**config.mk**
```make
export PLATFORM = sky130hd
export DESIGN_NAME = sram_access_ctrl
export DESIGN_NICKNAME = d
export VERILOG_FILES = /design/src/rtl/sram_pkg.sv /design/src/rtl/phase_timer.sv /design/src/rtl/sram_access_ctrl.sv
export SDC_FILE = /design/constraint.sdc
export NUM_CORES = 1
export LEC_CHECK = 0
export CAP_MARGIN = 15
export CORE_MARGIN = 3
export CORE_UTILIZATION = 35
export CTS_CLUSTER_DIAMETER = 120
export DETAILED_ROUTE_END_ITERATION = 10
export PLACE_DENSITY_LB_ADDON = 0.15
export SYNTH_ARGS = -nofsm -noshare
export SYNTH_HDL_FRONTEND = slang
export SYNTH_SLANG_ARGS = --single-unit
```
**constraint.sdc**
```tcl
create_clock -name clk -period 4.75 [get_ports clk]
set_clock_uncertainty 0.05 [all_clocks]
set_input_delay 0.95 -clock clk [delete_from_list [all_inputs] [get_ports clk]]
set_output_delay 0.95 -clock clk [all_outputs]
set_load 0.05 [all_outputs]
```
**src/rtl/sram_pkg.sv**
```systemverilog
// rtl/sram_pkg.sv - shared types and geometry for the 8-word SRAM array, decoder and controller
package sram_pkg;

  localparam int ADDR_W = 3;
  localparam int WORDS  = 8;

  typedef enum logic [1:0] {
    ST_IDLE = 2'd0,
    ST_PRE  = 2'd1,
    ST_WL   = 2'd2,
    ST_RESP = 2'd3
  } state_e;

endpackage

```
**src/rtl/phase_timer.sv**
```systemverilog
// rtl/phase_timer.sv - 4-bit load/count-down timer; done while the count sits at zero
module phase_timer (
  input  logic       clk,
  input  logic       rst_n,
  input  logic       load,
  input  logic [3:0] load_val,
  input  logic       en,
  output logic       done
);

  logic [3:0] cnt_q;
  logic [3:0] cnt_d;

  always_comb begin
    cnt_d = cnt_q;
    if (load) begin
      cnt_d = load_val;
    end else if (en && (cnt_q != 4'd0)) begin
      cnt_d = cnt_q - 4'd1;
    end
  end

  always_ff @(posedge clk or negedge rst_n) begin
    if (!rst_n) begin
      cnt_q <= 4'd0;
    end else begin
      cnt_q <= cnt_d;
    end
  end

  assign done = (cnt_q == 4'd0);

endmodule

```
**src/rtl/sram_access_ctrl.sv**
```systemverilog
// rtl/sram_access_ctrl.sv - sequences precharge, word-line and sense phases for one array access at a time
module sram_access_ctrl
  import sram_pkg::*;
#(
  parameter int DATA_W  = 8,
  parameter int PRE_CYC = 2,
  parameter int SEN_CYC = 2
) (
  input  logic              clk,
  input  logic              rst_n,
  input  logic              req_valid,
  output logic              req_ready,
  input  logic              req_write,
  input  logic [ADDR_W-1:0] req_addr,
  input  logic [DATA_W-1:0] req_wdata,
  output logic              rsp_valid,
  input  logic              rsp_ready,
  output logic [DATA_W-1:0] rsp_rdata,
  output logic [ADDR_W-1:0] addr,
  output logic              wl_valid,
  output logic              precharge,
  output logic              write_en,
  output logic [DATA_W-1:0] bl_data,
  output logic              sense_en,
  input  logic [DATA_W-1:0] sense_data
);

  // The timer counts N-1 down to 0, so each phase lasts exactly N cycles.
  localparam logic [3:0] PRE_LOAD = 4'(PRE_CYC - 1);
  localparam logic [3:0] SEN_LOAD = 4'(SEN_CYC - 1);

  state_e              state_q, state_d;
  logic [ADDR_W-1:0]   addr_q;
  logic                wr_q;
  logic [DATA_W-1:0]   wdata_q;
  logic [DATA_W-1:0]   rdata_q;

  logic                tmr_load;
  logic [3:0]          tmr_val;
  logic                tmr_en;
  logic                tmr_done;
  logic                accept;

  phase_timer u_phase_timer (
    .clk      (clk),
    .rst_n    (rst_n),
    .load     (tmr_load),
    .load_val (tmr_val),
    .en       (tmr_en),
    .done     (tmr_done)
  );

  assign accept = req_valid && req_ready;

  always_comb begin
    state_d  = state_q;
    tmr_load = 1'b0;
    tmr_val  = 4'd0;
    tmr_en   = 1'b0;
    unique case (state_q)
      ST_IDLE: begin
        if (req_valid) begin
          state_d  = ST_PRE;
          tmr_load = 1'b1;
          tmr_val  = PRE_LOAD;
        end
      end
      ST_PRE: begin
        if (tmr_done) begin
          state_d  = ST_WL;
          tmr_load = 1'b1;
          tmr_val  = SEN_LOAD;
        end else begin
          tmr_en = 1'b1;
        end
      end
      ST_WL: begin
        if (tmr_done) begin
          state_d = ST_RESP;
        end else begin
          tmr_en = 1'b1;
        end
      end
      ST_RESP: begin
        if (rsp_ready) begin
          state_d = ST_IDLE;
        end
      end
      default: state_d = ST_IDLE;
    endcase
  end

  always_ff @(posedge clk or negedge rst_n) begin
    if (!rst_n) begin
      state_q <= ST_IDLE;
      addr_q  <= '0;
      wr_q    <= 1'b0;
      wdata_q <= '0;
      rdata_q <= '0;
    end else begin
      state_q <= state_d;
      if (accept) begin
        addr_q  <= req_addr;
        wr_q    <= req_write;
        wdata_q <= req_wdata;
        rdata_q <= '0;
      end else if (sense_en) begin
        rdata_q <= sense_data;
      end
    end
  end

  // Array controls decode straight from state so an async reset drops them at once.
  assign req_ready = (state_q == ST_IDLE);
  assign precharge = (state_q == ST_PRE);
  assign wl_valid  = (state_q == ST_WL);
  assign write_en  = wl_valid && wr_q;
  assign bl_data   = write_en ? wdata_q : '0;
  assign sense_en  = wl_valid && !wr_q && tmr_done;
  assign addr      = (state_q == ST_IDLE) ? '0 : addr_q;
  assign rsp_valid = (state_q == ST_RESP);
  assign rsp_rdata = rdata_q;

endmodule

```
* Word-level counts from Yosys, hierarchy flattened *
Cells that the tools add are included.

storage, ports and cells
  register bits = 26
  input bits = 24
  word-level logic and storage cells = 46

cells by class
  $add $sub $neg = 1
  equality and inequality tests = 7
  muxes and demuxes = 19
  reductions and logical operators = 13

operators with widths
  operator             number
  $mux 8               3
  $mux 2               4
  $mux 4               2
  $pmux 2 s4           1
  $mux 1               6
  $ne 2x1->1 const B   3
  $logic_and 1x1->1    5
  $eq 2x2->1 const B   2
  $logic_not 4->1      1
  $pmux 1 s2           2
  $reduce_and 4->1     1
  $reduce_bool 2->1    2
  $reduce_bool 4->1    1
  $sub 4x1->4 const B  1
  $mux 3               1
  $eq 2x1->1 const B   1
  $logic_not 2->1      1
  $ne 2x2->1 const B   1
  $reduce_or 2->1      1
  $logic_not 1->1      1

* Longest topological paths before layout *
Gate-level depths: netlist of run 1.

  depth in word-level cells = 6
  gate-level depth with buffers = 7
  gate-level depth less buffers = 5

* Hierarchy *
Synthesis of run 1 repeated with hierarchy kept, for this count alone.

second synthesis, totals
  cells, all modules = 114
  area total of the unflattened synthesis = 1395.1 sq um

by module, submodules not included
  module            times used  cells an instance  area each (sq um)  seq. area each (sq um)
  sram_access_ctrl  1           87                 1124.8             550.5
  phase_timer       1           27                 270.3              100.1

* Worst setup path before layout of run 1 *
No wires, ideal clock.

  path kind = flip-flop to output port
  from = register state_q[0]
  to = output sense_en
  arrival time = 2.000 ns
  setup slack = 1.750 ns
  stages on the path, launching flop included = 5
  cell sequence = dfrtp_1 -> inv_1 -> ha_1 -> nand2b_1 -> nor2_1

between the ends
  longest elaborated chain between the ends = 3

RTL lines
  element                         line                     text
  start, declared                 sram_access_ctrl.sv:32   state_e state_q, state_d;
  start signal, assigned          sram_access_ctrl.sv:101  state_q <= state_d;
  $eq 2x2->1                      sram_access_ctrl.sv:116  assign wl_valid = (state_q == ST_WL);
  via wl_valid                    sram_access_ctrl.sv:20   output logic wl_valid,
  $logic_and 1x1->1 (2 in a row)  sram_access_ctrl.sv:119  assign sense_en = wl_valid && !wr_q && tmr_done;
  end, declared                   sram_access_ctrl.sv:24   output logic sense_en,

The timed path passes the listed nets, and every way through them passes these cells.

* Final worst setup path of run 1 *
  from = register u_phase_timer.cnt_q[0]
  to = output sense_en

between the ends
  longest elaborated chain between the ends = 2

RTL lines
  element                 line                     text
  start, declared         phase_timer.sv:11        logic [3:0] cnt_q;
  start signal, assigned  phase_timer.sv:27        cnt_q <= cnt_d;
  $logic_not 4->1         phase_timer.sv:31        assign done = (cnt_q == 4'd0);
  $logic_and 1x1->1       sram_access_ctrl.sv:119

Every way passes these cells.

==> flow_summary.ini, run 1 <==
[cells_and_area]
multi_input_area_sq_um = 603
nets = 199
fillers = 311
area_delta_synth_final_pct = 40.2
final_cells = 213
seq_area_sq_um = 651
antenna_cells = 0
drive_gt1_share_pct = 5.99

[synthesis]
synth_most_common_cell = dfrtp_1
synth_common_cells = 26 x dfrtp_1, 10 x a21oi_1, 9 x mux2_1
synth.distinct_cells = 30
synth_flop_cell = dfrtp_1
syn_area_sq_mm = 0.00133
synth_cells = 123
yosysTopAreaCell = dfrtp_1
synthMuxAreaShare_pct = 11.8
synth_adder_area_share_pct = 5.66
yosys.area_share.simple_pct = 18.6
ys_ff_latch = 26
synth_fp_nets = 153
yosys-top-cells-area = dfrtp_1 49%, mux2_1 7.6%, ha_1 5.7%
yosys_warnings = 0
synth_xor_xnor_area_share_pct = 0
synth_top_family_by_area = simple AND/OR/NAND/NOR gates
syn_avg_cell_area_sq_um = 10.8
synth_top_area_share_pct = 49.1
async_flop_share_pct = 100
synth_edf_count = 0
synth_compound_area_share_pct = 9.43
seq_area_frac_synth_pct = 49.1

[grt]
grt_pass1_wl_mm = 5.01
grt_overflow = 0
grt_use_total_pct = 14.7
grt_max_degree = 27
antenna_found_initial = 0
grt_pass1_vias = 1104

[setup_path]
start_kind = flip-flop
path_max_fanout = 11
cp.arrival_ns = 2.47
worst-setup-path-type = reg -> out
cp_cell_sequence = inv_1 -> ha_1 -> or3b_1 -> nor2_1 -> clkdlybuf4s50_1
crit_path_end_kind = output pin
max_stage_delay_ns = 0.81
crit_slowest_cell = clkdlybuf4s50_1
crit_required_ns = 3.75
rr_worst_depth = 4

[placed_design]
hpwl_mm = 2.24
pre_cts_ws_ns = 1.57
io_buffers = 48
post-place-cells = 210
place.gp.congestion = 0.838

[floorplanning]
die_w_um = 67.6
io_pins = 49
core.rowCount = 21
fp.dieArea_sq_mm = 0.00456
dieHeight_um = 67.6
initial_core_util_pct = 38.0
core_area_sq_mm = 0.00349

[clock_network]
hold_buffers = 0
cts_made_buffers = 3
cts_tree = built
cts.root.buffer_cell = clkbuf_8
cts_buffer_depth = 2
clk_pin_slew_ns = 0.09
h-tree-depth = 1
cts_resized = 0
cts.sink_count = 26
clock_latency_ns = 0.27
post-cts-setup-buffer-count = 0

[power_and_ir_drop]
powerDensity_mw_per_mm2 = 730
ir_drop_uv = 424
total_power_mw = 1.36
p_leak_nw = 0.793

[detailed_routing]
post_drt_wl_per_cell_um = 14.2
drc = 0
dr.pass1.iters = 4
routed_wl_mm = 3.03
antenna_left = 0
drtIter0Drc = 57
via_per_inst = 5.04
vias = 1074

[run_status]
status = finished, final reports clean

[sta]
hold_viol = 0
hold_slack_ns = 0.429
setup_viol_count_final = 0
clock.fmax_ghz = 0.288
tightest_slew_ns = 0.971
drv_slew = 0
timing.final.ws_setup_ns = 1.28
rsz0062_at_grt = no
fin_tns_setup_ns = 0
slew_headroom_pct = 35.3
fin_crit_sh_pct = 73.1
post-route-min-period_ns = 3.47

[worst_hold_path]
hold_path_depth = 1
hold_class = reg -> reg

[flow_run]
maxCapViolations = 0
[sequential cells by signal (all words and copies together) (netlist names)]
| signal | flops |
|---|---|
| state_q | 2 |
| u_phase_timer.cnt_q | 4 |
| rsp_rdata | 8 |
| wdata_q | 8 |
| addr_q | 3 |
| wr_q | 1 |
[worst max-delay path, delay by kind of cell (launching register included)]
| kind | cells | cell delay [ns] |
|---|---|---|
| buffers and inverters | 2 | 0.88 |
| adders and majority gates | 1 | 0.20 |
| DFF | 1 | 0.42 |
| and+or+nand+nor | 2 | 0.70 |
[per-layer routing]
metal	vias to the layer above	GRT usage [%]	routed length, um	share of wire, %
li1	522	-	-	-
met3	7	4.99	203	6.7
met2	37	24.4	1470	49
met4	0	5.32	54	1.8
met1	508	17.5	1300	43
met5	-	0	0	0
[cells in the final DEF (no fill, tap or decap), types with 2 or more instances in the layout]
cell | Yosys | routed
clkdlybuf4s50_1 | 0 | 48
dfrtp_1 | 26 | 26
a21oi_1 | 10 | 10
mux2_1 | 9 | 9
and3_1 | 8 | 8
nand3_1 | 8 | 8
o21ai_1 | 8 | 8
nor2_1 | 6 | 6
ha_1 | 6 | 6
inv_1 | 5 | 5
nor2b_1 | 4 | 4
nand2_1 | 4 | 4
mux2_2 | 4 | 4
nand2b_1 | 3 | 3
clkbuf_8 | 0 | 3
and2_1 | 2 | 2
nor4b_1 | 2 | 2
[cells by family after synthesis]
kind of cell    Yosys count
simple gates             42
compound gates           22
fa+ha+maj                 6
mux                      14
flops                    26
buf+inv                  13
[power breakdown]
part	switching (mW)	internal [mW]	total, mW
combinational	0.531	0.317	0.848
sequential	0.0647	0.324	0.388
clock	0.0644	0.0568	0.121
[final timing paths]
path / startpoint / endpoint / slack, ns
setup / recovery: u_phase_timer.cnt_q[0] / sense_en / 1.28
hold / removal: addr_q[0] / addr_q[0] / 0.43
setup reg to reg: state_q[0] / wdata_q[7] / 2.51
hold reg to reg: addr_q[0] / addr_q[0] / 0.43
max in group asynchronous: rst_n / wdata_q[5] / 3.39
min in group asynchronous: rst_n / u_phase_timer.cnt_q[3] / 0.99
[metrics by stage]
step	area, sq um	util, %
finish	1860	53.2
global route	1860	53.2
CTS	1860	53.2
detailed placement	1820	52.0
global placement	1820	52.0
floorplan	1330	-
[area by class of cell]
cell class	instances	share of cell area [%]
clock buffer	3	2.22
tap	46	3.10
sequential	26	35.0
multi-input combinational	84	32.4
inverter	5	1.01
timing repair buffer	49	26.2
Power figures use the tool's default switching activity.
==> inputs of run 2 (changes only) <==
==> constraint.sdc (replaced) <==
create_clock -name clk -period 3.44 [get_ports clk]
set_clock_uncertainty 0.05 [all_clocks]
set_input_delay 0.688 -clock clk [delete_from_list [all_inputs] [get_ports clk]]
set_output_delay 0.688 -clock clk [all_outputs]
set_load 0.05 [all_outputs]
==> flow_summary.ini, run 2 (same netlist as run 1, synthesis figures left out) <==
[sta]
post-route-min-period_ns = 3.20
setup_viol_count_final = 0
hold_viol = 0
fin_tns_setup_ns = 0
rsz0062_at_grt = no
fin_crit_sh_pct = 92.9
tightest_slew_ns = 0.766
drv_slew = 0
hold_slack_ns = 0.436
clock.fmax_ghz = 0.313
slew_headroom_pct = 48.7

[cells_and_area]
mostFrequentLayoutCell = clkdlybuf4s50_1
fillers = 325
area_delta_synth_final_pct = 43.6
drive_gt1_share_pct = 7.65
antenna_cells = 0
nets = 201
final_util_pct = 54.5
most-common-layout-cells = 48 x clkdlybuf4s50_1, 26 x dfrtp_1, 10 x a21oi_1
multi_input_area_sq_um = 603
seq_area_sq_um = 651

[clock_network]
cts.root.buffer_cell = clkbuf_8
cts_buffer_depth = 2
post-cts-setup-buffer-count = 0
cts_resized = 0
cts_tree = built
hold_buffers = 0
cts_made_buffers = 3
clk_pin_slew_ns = 0.09
h-tree-depth = 1
clock_latency_ns = 0.27
cts.sink_count = 26

[setup_path]
max_stage_delay_ns = 0.81
worst-setup-path-type = reg -> out
r2r_end = state_q[1]
crit_required_ns = 2.70
start_kind = flip-flop
crit_slowest_cell = clkdlybuf4s50_1
r2r_start = u_phase_timer.cnt_q[0]
cp.arrival_ns = 2.46
ff2ff_setup_slack_ns = 1.31
path_max_fanout = 11
cp_cell_sequence = inv_1 -> ha_1 -> or3b_1 -> nor2_1 -> clkdlybuf4s50_1
rr_worst_depth = 5
crit_path_end_kind = output pin

[detailed_routing]
dr.pass1.iters = 4
post_drt_wl_per_cell_um = 14.8
via_per_inst = 5.00
antenna_left = 0
drc = 0
vias = 1080
drtIter0Drc = 26
routed_wl_mm = 3.19

[power_and_ir_drop]
swShare_pct = 47.2
power.switching_mw = 0.940
powerDensity_mw_per_mm2 = 1040
pwr-share-comb_pct = 60.0
pwr-share-seq_pct = 27.2
p_leak_nw = 0.817
ir_drop_uv = 567
power.internal_mw = 1.05
power.share.clock_pct = 12.8

[floorplanning]
fp.dieArea_sq_mm = 0.00456
core_area_sq_mm = 0.00349
initial_core_util_pct = 38.0
core.rowCount = 21
dieHeight_um = 67.6
die_w_um = 67.6
io_pins = 49

[grt]
grt_pass1_wl_mm = 5.52
antenna_found_initial = 0
grt_overflow = 0
grt_max_degree = 27
grt_use_total_pct = 15.7
grt_pass1_vias = 1172

[placed_design]
hpwl_mm = 2.30
place.gp.congestion = 0.781
io_buffers = 48

[worst_hold_path]
hold_path_depth = 1
hold_end = addr_q[1]
hold_class = reg -> reg
hp-start = addr_q[1]

[run_status]
status = finished, final reports clean

[flow_run]
maxCapViolations = 0
## run 2: worst max path at each step
stage                                 from  endpoint  slack [ns]  depth (start not counted)
floorplan                       state_q[0]  sense_en        0.70                          4
global placement    u_phase_timer.cnt_q[0]  sense_en        0.58                          5
detailed placement  u_phase_timer.cnt_q[0]  sense_en        0.55                          5
CTS                 u_phase_timer.cnt_q[0]  sense_en        0.24                          5
global route        u_phase_timer.cnt_q[1]  sense_en         0.1                          5
finish              u_phase_timer.cnt_q[0]  sense_en        0.24                          5
## run 2: metrics by stage
step | power, mW | instance area (sq um) | setup slack, ns | instances
after global routing | 2.13 | 1900 | 0.0989 | 216
after global placement | 1.72 | 1830 | 0.576 | 212
final | 1.99 | 1900 | 0.243 | 216
after floorplan | 1.40 | 1330 | 0.702 | 123
after CTS | 2.01 | 1900 | 0.238 | 216
after detailed placement | 1.75 | 1830 | 0.546 | 212
## run 2: worst max-delay path, delay by kind of cell (launching register included)
kind / cells / cell delay, ns
buf+inv: 2 / 0.87
simple gates: 2 / 0.69
flops: 1 / 0.41
fa+ha+maj: 1 / 0.21
## run 2: layer usage
layer / vias to the layer above / part of all wire [%] / global-route usage, %
met1: 519 / 44 / 20.6
met4: 0 / 0.34 / 3.80
met5: - / 0 / 0
met3: 2 / 5.4 / 2.50
met2: 34 / 51 / 26.9
li1: 525 / - / -
## run 2: area by class of cell
| class | count | area share (%) |
|---|---|---|
| Timing Repair Buffer | 51 | 26.4 |
| Tap cell | 46 | 3.02 |
| Sequential cell | 26 | 34.2 |
| Clock buffer | 3 | 2.17 |
| Inverter | 5 | 0.986 |
| Clock inverter | 1 | 1.58 |
| Multi-Input combinational cell | 84 | 31.7 |
## run 2: power groups by stage
| stage | clock network, mW | registers (mW) | logic (mW) |
|---|---|---|---|
| global placement | 0 | 0.536 | 1.18 |
| floorplan | 0 | 0.640 | 0.761 |
| detailed placement | 0 | 0.547 | 1.20 |
| CTS | 0.261 | 0.541 | 1.21 |
| global route | 0.277 | 0.561 | 1.29 |
| finish | 0.254 | 0.540 | 1.19 |
==> inputs of run 3 (changes only) <==
--- a/config.mk
+++ b/config.mk
@@ -11,6 +11,7 @@
 export CTS_CLUSTER_DIAMETER = 120
 export DETAILED_ROUTE_END_ITERATION = 10
 export PLACE_DENSITY_LB_ADDON = 0.15
+export RECOVER_POWER = 50
 export SYNTH_ARGS = -nofsm -noshare
 export SYNTH_HDL_FRONTEND = slang
 export SYNTH_SLANG_ARGS = --single-unit
==> flow_summary.ini, run 3 (same netlist as run 1, synthesis figures left out) <==
[setup_path]
start_kind = flip-flop
path_max_fanout = 11
ff2ff_setup_slack_ns = 0.78
max_stage_delay_ns = 0.81
cp.arrival_ns = 2.45
rr_worst_depth = 5
crit_slowest_cell = clkdlybuf4s50_1
cp_cell_sequence = inv_1 -> ha_1 -> or3b_1 -> nor2_1 -> clkdlybuf4s50_1
crit_required_ns = 2.70
worst-setup-path-type = reg -> out
crit_start = u_phase_timer.cnt_q[0]
r2r_end = state_q[1]
r2r_start = u_phase_timer.cnt_q[0]
crit_path_end_kind = output pin

[power_and_ir_drop]
power.share.clock_pct = 12.9
power.internal_mw = 1.05
p_leak_nw = 0.810
total_power_mw = 1.99
pwr-share-seq_pct = 27.2
ir_drop_uv = 567
power.switching_mw = 0.938
swShare_pct = 47.3
powerDensity_mw_per_mm2 = 1050
pwr-share-comb_pct = 60.0

[placed_design]
pre_cts_ws_ns = 0.546
hpwl_mm = 2.30
placed_cell_area_sq_mm = 0.00183
place.gp.congestion = 0.781
io_buffers = 48
post-place-cells = 212

[flow_run]
maxCapViolations = 0

[cells_and_area]
nets = 201
antenna_cells = 0
seq_area_sq_um = 651
fillers = 328
final_cell_area_sq_mm = 0.00190
area_delta_synth_final_pct = 42.9
final_util_pct = 54.2
mostFrequentLayoutCell = clkdlybuf4s50_1
drive_gt1_share_pct = 6.47
most-common-layout-cells = 47 x clkdlybuf4s50_1, 26 x dfrtp_1, 10 x a21oi_1
multi_input_area_sq_um = 598
final_cells = 216

[grt]
grt_max_degree = 27
grt_overflow = 0
grt_pass1_wl_mm = 5.52
grt_pass1_vias = 1172
grt_use_total_pct = 15.7
antenna_found_initial = 0

[worst_hold_path]
hold_path_depth = 1
hold_class = reg -> reg
hp-start = addr_q[1]
hold_end = addr_q[1]

[floorplanning]
initial_core_util_pct = 38.0
core_area_sq_mm = 0.00349
core.rowCount = 21
die_w_um = 67.6
io_pins = 49
dieHeight_um = 67.6
fp.dieArea_sq_mm = 0.00456

[run_status]
status = finished, final reports clean

[clock_network]
cts_made_buffers = 3
cts_tree = built
cts.sink_count = 26
clock_latency_ns = 0.27
cts.root.buffer_cell = clkbuf_8
h-tree-depth = 1
post-cts-setup-buffer-count = 0
cts_buffer_depth = 2
hold_buffers = 0
clk_pin_slew_ns = 0.09
cts_resized = 0

[detailed_routing]
via_per_inst = 5.02
dr.pass1.iters = 4
drc = 0
post_drt_wl_per_cell_um = 14.8
drtIter0Drc = 26
routed_wl_mm = 3.19
vias = 1085
antenna_left = 0

[sta]
clock.fmax_ghz = 0.313
setup_viol_count_final = 0
fin_crit_sh_pct = 92.8
slew_headroom_pct = 4.40
rsz0062_at_grt = no
fin_tns_setup_ns = 0
hold_slack_ns = 0.436
post-route-min-period_ns = 3.19
tightest_slew_ns = 1.43
drv_slew = 0
hold_viol = 0
timing.final.ws_setup_ns = 0.248
run 3: area by class of cell:
class	count	share of cell area, %
sequential	26	34.3
multi-input combinational	84	31.6
timing repair buffer	51	26.3
tap	46	3.04
clock buffer	3	2.18
clock inverter	1	1.58
inverter	5	0.990
run 3: how the worst max path moves through the flow:
stage / end / cells after the start / slack, ns
4_1_cts: sense_en / 5 / 0.24
6_report: sense_en / 5 / 0.25
2_1_floorplan: sense_en / 4 / 0.70
3_3_place_gp: sense_en / 5 / 0.58
5_1_grt: sense_en / 5 / 0.09
3_5_place_dp: sense_en / 5 / 0.55
run 3: metal layers:
layer	wire, um	vias up	global-route usage [%]
met4	11	0	3.80
met1	1400	520	20.6
met2	1600	33	26.9
met5	0	-	0
met3	169	2	2.50
li1	-	530	-
run 3: power by group through the flow:
stage	sequential [mW]	combinational (mW)	clock, mW
after floorplan	0.640	0.761	0
after global placement	0.536	1.18	0
after detailed placement	0.547	1.20	0
after CTS	0.541	1.21	0.261
after global routing	0.560	1.29	0.277
final	0.539	1.19	0.256
run 3: worst max-delay path: cells and delay by family (launching register included):
kind	cells	cell delay (ns)
buffers and inverters	2	0.88
and+or+nand+nor	2	0.69
DFF	1	0.41
adders and majority gates	1	0.21
